[config.mk]
export PLATFORM = sky130hd
export DESIGN_NAME = onehot_encoder
export DESIGN_NICKNAME = d
export VERILOG_FILES = /design/src/rtl/onehot_encoder.sv
export SDC_FILE = /design/constraint.sdc
export NUM_CORES = 1
export LEC_CHECK = 0
export ABC_CLOCK_PERIOD_IN_PS = 2700
export BUFFER_PORTS_ARGS = -buffer_cell sky130_fd_sc_hd__buf_2
export CAP_MARGIN = 25
export CORE_AREA = 2 2 56 79
export DETAILED_ROUTE_END_ITERATION = 7
export DIE_AREA = 0 0 58 81
export PLACE_DENSITY = 0.67
export SLEW_MARGIN = 20
export SYNTH_ARGS = -nofsm -noshare
export SYNTH_HDL_FRONTEND = slang
export SYNTH_SLANG_ARGS = --single-unit
[constraint.sdc]
create_clock -name clk -period 2.7 [get_ports clk]
set_input_delay 0.54 -clock clk [delete_from_list [all_inputs] [get_ports clk]]
set_output_delay 0.54 -clock clk [all_outputs]
set_load 0.05 [all_outputs]
[src/rtl/onehot_encoder.sv]
// Registered one-hot to binary encoder with a stability filter and a valid/ready output.
// Optional macro ONEHOT_PRIORITY_EN: accept multi-hot patterns as their highest set bit.
module onehot_encoder #(
  parameter int WIDTH         = 8,
  parameter int IDX_W         = $clog2(WIDTH),
  parameter int STABLE_CYCLES = 4,
  parameter int ERR_CNT_W     = 4
) (
  input  logic                 clk,
  input  logic                 rst,
  input  logic [WIDTH-1:0]     onehot_in,
  output logic [IDX_W-1:0]     idx_out,
  output logic                 idx_valid,
  input  logic                 idx_ready,
  output logic                 err_multi,
  output logic [ERR_CNT_W-1:0] err_count,
  input  logic                 err_clr
);

  localparam int CNT_W = (STABLE_CYCLES > 1) ? $clog2(STABLE_CYCLES) : 1;
  localparam logic [CNT_W-1:0] CNT_LAST = CNT_W'(STABLE_CYCLES - 1);

  typedef enum logic [1:0] {
    IDLE   = 2'd0,
    SETTLE = 2'd1,
    EMIT   = 2'd2
  } state_t;

  typedef enum logic [1:0] {
    CLS_ZERO  = 2'd0,
    CLS_ONE   = 2'd1,
    CLS_MULTI = 2'd2
  } cls_t;

  function automatic logic [IDX_W-1:0] hi_index(input logic [WIDTH-1:0] v);
    logic [IDX_W-1:0] r;
    r = '0;
    for (int i = 0; i < WIDTH; i++) begin
      if (v[i]) r = IDX_W'(i);
    end
    return r;
  endfunction

  state_t           state_q, state_d;
  logic [WIDTH-1:0] in_q;
  logic [WIDTH-1:0] cand_q, cand_d;
  logic [WIDTH-1:0] last_pat_q, last_pat_d;
  logic [CNT_W-1:0] cnt_q, cnt_d;
  logic [IDX_W-1:0] idx_q, idx_d;
  cls_t             cand_cls;
  logic             err_inc;

  // x & (x-1) clears the lowest set bit; zero afterwards means at most one bit was set.
  always_comb begin
    cand_cls = CLS_MULTI;
    if (cand_q == '0) begin
      cand_cls = CLS_ZERO;
    end else if ((cand_q & (cand_q - WIDTH'(1))) == '0) begin
      cand_cls = CLS_ONE;
    end
  end

  always_comb begin
    state_d    = state_q;
    cand_d     = cand_q;
    cnt_d      = cnt_q;
    last_pat_d = last_pat_q;
    idx_d      = idx_q;
    err_inc    = 1'b0;
    case (state_q)
      IDLE: begin
        if (in_q != last_pat_q) begin
          cand_d  = in_q;
          cnt_d   = '0;
          state_d = SETTLE;
        end
      end
      SETTLE: begin
        if (in_q != cand_q) begin
          cand_d = in_q;
          cnt_d  = '0;
        end else if (cnt_q == CNT_LAST) begin
          last_pat_d = cand_q;
`ifdef ONEHOT_PRIORITY_EN
          if (cand_cls == CLS_ZERO) begin
            state_d = IDLE;
          end else begin
            idx_d   = hi_index(cand_q);
            state_d = EMIT;
          end
`else
          case (cand_cls)
            CLS_ONE: begin
              idx_d   = hi_index(cand_q);
              state_d = EMIT;
            end
            CLS_ZERO: begin
              state_d = IDLE;
            end
            default: begin
              err_inc = 1'b1;
              state_d = IDLE;
            end
          endcase
`endif
        end else begin
          cnt_d = cnt_q + CNT_W'(1);
        end
      end
      EMIT: begin
        // Input is deliberately ignored here; a lasting change is seen back in IDLE.
        if (idx_ready) state_d = IDLE;
      end
      default: begin
        state_d = IDLE;
      end
    endcase
  end

  always_ff @(posedge clk) begin
    if (rst) begin
      state_q    <= IDLE;
      in_q       <= '0;
      cand_q     <= '0;
      last_pat_q <= '0;
      cnt_q      <= '0;
      idx_q      <= '0;
    end else begin
      state_q    <= state_d;
      in_q       <= onehot_in;
      cand_q     <= cand_d;
      last_pat_q <= last_pat_d;
      cnt_q      <= cnt_d;
      idx_q      <= idx_d;
    end
  end

  assign idx_out   = idx_q;
  assign idx_valid = (state_q == EMIT);

`ifdef ONEHOT_PRIORITY_EN
  logic unused_err;
  assign unused_err = err_clr ^ err_inc;
  assign err_multi  = 1'b0;
  assign err_count  = '0;
`else
  logic                 err_multi_q, err_multi_d;
  logic [ERR_CNT_W-1:0] err_count_q, err_count_d;

  // Clear takes priority over a same-cycle rejection.
  always_comb begin
    err_multi_d = err_multi_q;
    err_count_d = err_count_q;
    if (err_clr) begin
      err_multi_d = 1'b0;
      err_count_d = '0;
    end else if (err_inc) begin
      err_multi_d = 1'b1;
      if (err_count_q != '1) err_count_d = err_count_q + ERR_CNT_W'(1);
    end
  end

  always_ff @(posedge clk) begin
    if (rst) begin
      err_multi_q <= 1'b0;
      err_count_q <= '0;
    end else begin
      err_multi_q <= err_multi_d;
      err_count_q <= err_count_d;
    end
  end

  assign err_multi = err_multi_q;
  assign err_count = err_count_q;
`endif

endmodule

==> flow_metrics.env, run 1 <==
export IMPL_outcome="completed"
export IMPL_netSwitchingFraction=0.274
export IMPL_clkPwrFrac=0.340
export IMPL_post_route_cell_area_sq_mm=0.00210
export IMPL_timing_clock_skew_ps=7.29
export IMPL_placed_cell_count=263
export IMPL_dpl_cell_area_sq_mm=0.00201
export IMPL_pin_count_of_the_biggest_net_entering_global_routing=44
export IMPL_core_rowCount=28
export IMPL_buffer_ports_inserted=20
export IMPL_holdBufCountCts=0
export IMPL_synth_most_common_cell="sky130_fd_sc_hd__dfxtp_1"
export IMPL_clock_path_buffers=2
export IMPL_routed_wl_um=3690
export IMPL_yosys_warnings=0
export IMPL_core_area_sq_mm=0.00406
export IMPL_psw_uw=312
export IMPL_syn_inst=208
export IMPL_combPwrFrac=0.149
export IMPL_cell_internal_pwr_uw=829
export IMPL_grt_pass1_wl_um=6130
export IMPL_place_hpwl_um=2770
export IMPL_synth_top_area_share=0.378
export IMPL_async_reset_ff_frac=0
export IMPL_final_fill_count=396
export IMPL_place_congestion=0.818
export IMPL_critPathKind="register to register"
export IMPL_critPathMaxFanout=9
export IMPL_cp_end_kind="register"
export IMPL_clock_pin_slew_of_the_registers_on_the_worst_case_setup_and_hold_paths_ps=70
export IMPL_drc=0
export IMPL_detail_route_antenna_nets=0
export IMPL_nets=239
export IMPL_antenna_found_initial=0
export IMPL_worst_endpoint_required_ps=2920
export IMPL_worst_slew_pin_slew_ps=658
export IMPL_fin_crit_sh=0.790
export IMPL_syn_mean_instance_area_sq_um=9.16
export IMPL_slew_limit_headroom=0.555
export IMPL_fp_dieW_um=58
export IMPL_max_cap_violations=0
export IMPL_overall_fraction_of_global_route_tracks_in_use=0.174
export IMPL_hold_path_class="input pin to register"
export IMPL_powerDensity_mw_per_mm2=543
export IMPL_critical_path_arrival_ps=2360
export IMPL_floorplan_initialDensity=0.469
export IMPL_final_layout_size_suffix_gt1_frac=0.186
export IMPL_cts_root_buf="sky130_fd_sc_hd__clkbuf_8"
export IMPL_dominantRegCellSynth="sky130_fd_sc_hd__dfxtp_1"
export IMPL_num_antenna_cells=0
export IMPL_max_vdd_ir_drop_uv=388
export IMPL_setup_violations_final=0
export IMPL_synth_largest_area_cell="sky130_fd_sc_hd__dfxtp_1"
export IMPL_cts_sinks=36
export IMPL_htree_num_levels=2
export IMPL_part_of_the_total_power_dissipated_in_sequential_elements=0.510
export IMPL_rsz_0062_raised_after_global_routing="false"
export IMPL_drt_vias_per_instance=5.44
export IMPL_synth_fp_nets=222
export IMPL_ys_top_cells_by_area="sky130_fd_sc_hd__dfxtp_1 38%, sky130_fd_sc_hd__mux2i_1 11%, sky130_fd_sc_hd__nand2b_1 5.6%"
export IMPL_timing_final_ws_setup_ps=567
export IMPL_cts_repair_timing_setup_buffer_count=0
export IMPL_postSynthRegisterBits=36
export IMPL_syn_cell_area_sq_mm=0.00190
export IMPL_first_global_vias=1335
export IMPL_synth_edff_count=0
export IMPL_finalWorstPathRequiredPeriod_ps=2130
export IMPL_wl_per_cell_um=13.6
export IMPL_seq_area_sq_um=721
export IMPL_synth_sequential_area_ratio=0.378
export IMPL_drt_pass1_iter_count=4
export IMPL_power_leakage_uw=0.000878
export IMPL_multi_input_area_sq_mm=0.00109
export IMPL_layout_cells_non_filler=271
export IMPL_cts_repair_resized=0
export IMPL_overall_die_height_um=81
export IMPL_synth_lib_cells_used_distinct=42
export IMPL_fin_worst_hold_slack_ps=458
export IMPL_synth_commonest_cells="36 x sky130_fd_sc_hd__dfxtp_1, 20 x sky130_fd_sc_hd__mux2i_1, 17 x sky130_fd_sc_hd__nand2b_1, 13 x sky130_fd_sc_hd__nor2_1, 12 x sky130_fd_sc_hd__nor3_1"
export IMPL_clock_tree_from_tritoncts="built"
export IMPL_routed_via_count=1473
export IMPL_drtIter0Drc=63
export IMPL_grt_overflow_total=0
export IMPL_cts_made_buffers=5
export IMPL_setup_total_negative_slack_ps=0
export IMPL_final_max_slew_violation_count=0
export IMPL_later_pin_clock_latency_in_the_skew_report_ps=290
export IMPL_fp_dieArea_sq_mm=0.00470
export IMPL_hold_viol=0
export IMPL_max_freq_ghz=0.469
export IMPL_floorplan_io_pins=21
export IMPL_startpoint_type="register"
export IMPL_worst_slack_after_detailed_placement_ps=565
export IMPL_flow_area_growth_from_synthesis_pct=10.3
## placed cells by master, fill, tap and decap left out, drive strengths merged, types with 2 or more instances in the layout
| cell | n |
|---|---|
| a211oi | 5 |
| a21o | 2 |
| a21oi | 6 |
| a31oi | 4 |
| and3 | 2 |
| buf | 23 |
| clkbuf | 6 |
| clkinv | 2 |
| dfxtp | 36 |
| ha | 2 |
| inv | 5 |
| mux2i | 20 |
| nand2 | 9 |
| nand2b | 17 |
| nand3 | 6 |
| nand4 | 3 |
| nor2 | 14 |
| nor2b | 10 |
| nor3 | 12 |
| nor4 | 5 |
| o21ai | 4 |
| o31ai | 2 |
| or3 | 2 |
| or4 | 2 |
| xnor2 | 8 |
| xor2 | 8 |
## sequential cells by signal (all words and copies together), names as in the netlist
register,flops
in_q,8
last_pat_q,8
err_count,4
cand_q,8
cnt_q,2
err_multi,1
state_q,2
idx_out,3
## cell type report
type                    instances  area share
multi-input cells             154       0.519
flip-flops and latches         36       0.343
repair buffers                 23      0.0584
clock buffers                   6      0.0393
well taps                      45      0.0268
inverters                       5     0.00893
clock inverters                 2     0.00476
## worst paths after layout
check                                             from                        end  slack (ps)  cells past startpoint
worst max-delay path            cand_q[3]$_SDFFE_PP0P_  err_count[0]$_SDFFE_PP0P_         570                      5
worst min-delay path                      onehot_in[0]         in_q[0]$_SDFF_PP0_         460                      2
worst max register to register  cand_q[3]$_SDFFE_PP0P_  err_count[0]$_SDFFE_PP0P_         570                      5
worst min register to register  err_multi$_SDFFE_PP0P_     err_multi$_SDFFE_PP0P_         480                      2
## metrics by stage
stage	total power [uW]	util
2_1_floorplan	731	-
3_3_place_gp	764	0.494
3_5_place_dp	765	0.494
4_1_cts	1160	0.517
5_1_grt	1200	0.517
6_report	1140	0.517
## critical path, stage by stage, from the launching register on
cell	delay [ps]
sky130_fd_sc_hd__dfxtp_1	560
sky130_fd_sc_hd__xnor2_2	160
sky130_fd_sc_hd__nand4_2	200
sky130_fd_sc_hd__or4_1	590
sky130_fd_sc_hd__or4_1	410
sky130_fd_sc_hd__a21oi_1	150
## cell families after synthesis
family | after synthesis | synth area share
flip-flops | 36 | 0.378
buffers and inverters | 18 | 0.0519
multiplexers | 20 | 0.105
XOR/XNOR | 16 | 0.0894
adder cells (fa/ha/maj) | 2 | 0.0131
AND/OR/NAND/NOR | 87 | 0.261
AO/OA/AOI/OAI | 29 | 0.101
## power by group through the flow
stage | clock network (uW) | registers, uW | logic [uW]
after CTS | 403 | 583 | 171
after floorplan | 0 | 573 | 158
after global routing | 424 | 587 | 190
final | 389 | 583 | 170
after detailed placement | 0 | 595 | 170
after global placement | 0 | 594 | 170
## metal layers
metal / GRT usage / up-vias / routed length (um)
li1: - / 764 / -
met3: 0.0462 / 11 / 124
met4: 0.114 / 0 / 166
met2: 0.283 / 25 / 1820
met5: 0 / - / 0
met1: 0.199 / 673 / 1590
No activity file was read; power rests on OpenSTA's default activity.
==> run 2, diff against run 1 <==
ABC_AREA = 1   (was default)
ABC_CLOCK_PERIOD_IN_PS = 1760   (was 2700)
CORE_AREA = 2 2 54 76   (was 2 2 56 79)
DIE_AREA = 0 0 56 78   (was 0 0 58 81)
PLACE_DENSITY = 0.71   (was 0.67)
clock period = 1.76 ns   (was 2.7 ns; I/O delays follow)
==> flow_metrics.env, run 2 <==
export IMPL_outcome="completed"
export IMPL_clkPwrFrac=0.332
export IMPL_place_hpwl_um=2970
export IMPL_synth_most_common_cell="sky130_fd_sc_hd__nand2_1"
export IMPL_worst_endpoint_required_ps=1940
export IMPL_later_pin_clock_latency_in_the_skew_report_ps=290
export IMPL_power_leakage_uw=0.00103
export IMPL_synth_commonest_cells="47 x sky130_fd_sc_hd__nand2_1, 43 x sky130_fd_sc_hd__nor2_1, 36 x sky130_fd_sc_hd__dfxtp_1, 29 x sky130_fd_sc_hd__inv_1, 17 x sky130_fd_sc_hd__a21oi_1"
export IMPL_timing_clock_skew_ps=5.87
export IMPL_buffer_ports_inserted=20
export IMPL_hold_path_class="input pin to register"
export IMPL_clock_path_buffers=2
export IMPL_reg_top3="cand_q (8), in_q (8), last_pat_q (8)"
export IMPL_place_congestion=0.875
export IMPL_antenna_found_initial=0
export IMPL_slew_limit_headroom=0.819
export IMPL_synth_top_area_share=0.403
export IMPL_critPathMaxFanout=5
export IMPL_overall_die_height_um=78
export IMPL_cts_sinks=36
export IMPL_cts_root_buf="sky130_fd_sc_hd__clkbuf_8"
export IMPL_core_area_sq_mm=0.00364
export IMPL_powerDensity_mw_per_mm2=865
export IMPL_routed_via_count=1678
export IMPL_overall_fraction_of_global_route_tracks_in_use=0.207
export IMPL_rsz_0062_raised_after_global_routing="true"
export IMPL_routed_wl_um=4250
export IMPL_synth_sequential_area_ratio=0.403
export IMPL_htree_num_levels=2
export IMPL_final_fill_count=366
export IMPL_wl_per_cell_um=13.1
export IMPL_synth_compound_gate_area_share=0.108
export IMPL_most_frequent_standard_cell_in_the_layout_excluding_fill_and_tap_cells="sky130_fd_sc_hd__nand2_1"
export IMPL_drc=0
export IMPL_synth_xor_xnor_area_share=0.0637
export IMPL_holdBufCountCts=0
export IMPL_async_reset_ff_frac=0
export IMPL_max_vdd_ir_drop_uv=686
export IMPL_syn_inst=251
export IMPL_clock_tree_from_tritoncts="built"
export IMPL_synth_lib_cells_used_distinct=29
export IMPL_finalWorstPathRequiredPeriod_ps=1660
export IMPL_drt_vias_per_instance=5.16
export IMPL_combinational_family_with_the_most_area_after_synthesis="simple AND/OR/NAND/NOR gates"
export IMPL_post_synth_fa_ha_maj_area_fraction=0.0140
export IMPL_synth_largest_area_cell="sky130_fd_sc_hd__dfxtp_1"
export IMPL_flow_area_growth_from_synthesis_pct=17.0
export IMPL_hold_viol=0
export IMPL_final_max_slew_violation_count=0
export IMPL_setup_violations_final=0
export IMPL_cell_internal_pwr_uw=1280
export IMPL_postSynthRegisterBits=36
export IMPL_fin_crit_sh=0.944
export IMPL_nets=296
export IMPL_worst_slew_pin_slew_ps=269
export IMPL_final_layout_size_suffix_gt1_frac=0.216
export IMPL_yosys_warnings=0
export IMPL_first_global_vias=1595
export IMPL_psw_uw=524
export IMPL_detail_route_antenna_nets=0
export IMPL_clock_pin_slew_of_the_registers_on_the_worst_case_setup_and_hold_paths_ps=70
export IMPL_post_synth_and_or_nand_nor_area_fraction=0.320
export IMPL_netSwitchingFraction=0.290
export IMPL_drtIter0Drc=54
export IMPL_max_cap_violations=0
export IMPL_floorplan_initialDensity=0.490
export IMPL_part_of_the_total_power_dissipated_in_sequential_elements=0.492
export IMPL_cp_end_kind="register"
export IMPL_num_antenna_cells=0
export IMPL_syn_mean_instance_area_sq_um=7.12
export IMPL_drt_pass1_iter_count=4
export IMPL_startpoint_type="register"
export IMPL_post_route_cell_area_sq_mm=0.00209
export IMPL_floorplan_io_pins=21
export IMPL_grt_overflow_total=0
export IMPL_dominantRegCellSynth="sky130_fd_sc_hd__dfxtp_1"
export IMPL_setup_total_negative_slack_ps=0
export IMPL_syn_cell_area_sq_mm=0.00179
export IMPL_fp_dieArea_sq_mm=0.00437
export IMPL_synth_mux_area_frac=0
export IMPL_postLayoutCoreUtil=0.574
export IMPL_fp_dieW_um=56
export IMPL_critical_path_arrival_ps=1840
export IMPL_top_library_cells_by_usage_in_the_layout_fill_and_taps_aside="47 x sky130_fd_sc_hd__nand2_1, 42 x sky130_fd_sc_hd__nor2_1, 33 x sky130_fd_sc_hd__dfxtp_1, 29 x sky130_fd_sc_hd__inv_1, 20 x sky130_fd_sc_hd__buf_2"
export IMPL_ys_top_cells_by_area="sky130_fd_sc_hd__dfxtp_1 40%, sky130_fd_sc_hd__nand2_1 9.9%, sky130_fd_sc_hd__nor2_1 9.0%"
export IMPL_combPwrFrac=0.176
export IMPL_cts_made_buffers=5
export IMPL_synth_fp_nets=265
export IMPL_core_rowCount=26
export IMPL_critPathKind="register to register"
export IMPL_dpl_cell_area_sq_mm=0.00194
export IMPL_max_freq_ghz=0.602
export IMPL_grt_pass1_wl_um=7070
export IMPL_synth_edff_count=0
export IMPL_pin_count_of_the_biggest_net_entering_global_routing=17
==> run 2: cell types whose count changed after synthesis, moves of 7 or more <==
| cell | previous run | this run |
|---|---|---|
| sky130_fd_sc_hd__inv_1 | 5 | 29 |
| sky130_fd_sc_hd__nor2_1 | 13 | 43 |
| sky130_fd_sc_hd__nand2b_1 | 17 | 0 |
| sky130_fd_sc_hd__nor2b_1 | 10 | 0 |
| sky130_fd_sc_hd__mux2i_1 | 20 | 0 |
| sky130_fd_sc_hd__nand3_1 | 6 | 14 |
| sky130_fd_sc_hd__a21oi_1 | 6 | 17 |
| sky130_fd_sc_hd__nor3_1 | 12 | 4 |
| sky130_fd_sc_hd__o21ai_1 | 0 | 7 |
| sky130_fd_sc_hd__nand2_1 | 9 | 47 |
==> run 2: power by group through the flow <==
stage                     combinational, uW  sequential, uW  clock [uW]
after floorplan                         237             894           0
after CTS                               312             886         611
final                                   318             889         601
after global placement                  307             903           0
after global routing                    362             894         651
after detailed placement                310             904           0
==> run 2: logic make-up (layout without fill, tap and decap cells) <==
group           count (synthesis)  count (layout)
simple gates                  125             125
buf+inv                        40              72
flops                          36              36
compound gates                 35              35
xor+xnor                       13              13
fa+ha+maj                       2               2
==> run 2: path summary, 6_finish.rpt <==
check                                            start                          to  slack [ps]  cells after the start
worst max-delay path            cand_q[4]$_SDFFE_PP0P_  last_pat_q[6]$_SDFFE_PP0P_         100                     11
worst min-delay path                      onehot_in[2]          in_q[2]$_SDFF_PP0_         260                      3
worst max register to register  cand_q[4]$_SDFFE_PP0P_  last_pat_q[6]$_SDFFE_PP0P_         100                     11
worst min register to register   cnt_q[1]$_SDFFE_PP0P_       cnt_q[1]$_SDFFE_PP0P_         490                      2
==> run 2: final cells by class <==
class / instances / area, sq um / area share
clock buffers: 8 / 90.1 / 0.0431
well taps: 42 / 52.6 / 0.0251
multi-input cells: 175 / 917 / 0.439
repair buffers: 30 / 179 / 0.0856
flip-flops and latches: 36 / 724 / 0.346
inverters: 34 / 128 / 0.0610
==> run 2: routing by layer <==
metal	part of all wire	vias to the layer above	global-route usage
met5	0	-	0
met4	0.041	0	0.0738
met3	0.052	16	0.0550
met2	0.52	51	0.379
met1	0.38	763	0.226
li1	-	848	-
==> run 2: metrics by stage <==
stage	worst slack, ps	total power [uW]	instances	hold slack [ps]
floorplan	223	1130	251	459
global placement	134	1210	312	459
detailed placement	124	1210	312	485
CTS	93.6	1810	320	256
global route	-53.1	1910	325	257
finish	98.0	1810	325	255
==> run 2: timing repair <==
action	4_1_cts	5_1_grt
endpoints found under the setup margin	0	21
setup buffers	0	5
hold endpoints to repair	0	0
gates resized for setup	0	8
==> run 2: worst max-delay path: stages, from the launching register on <==
cell and delay [ps]:
sky130_fd_sc_hd__dfxtp_1 430, sky130_fd_sc_hd__inv_2 70, sky130_fd_sc_hd__nand2_1 60, sky130_fd_sc_hd__nand2_1 60, sky130_fd_sc_hd__nor2_2 130, sky130_fd_sc_hd__nand3_2 100, sky130_fd_sc_hd__nor2_4 160, sky130_fd_sc_hd__nand2_4 110
sky130_fd_sc_hd__nor2_8 130, sky130_fd_sc_hd__buf_4 150, sky130_fd_sc_hd__buf_4 110, sky130_fd_sc_hd__a21oi_2 40
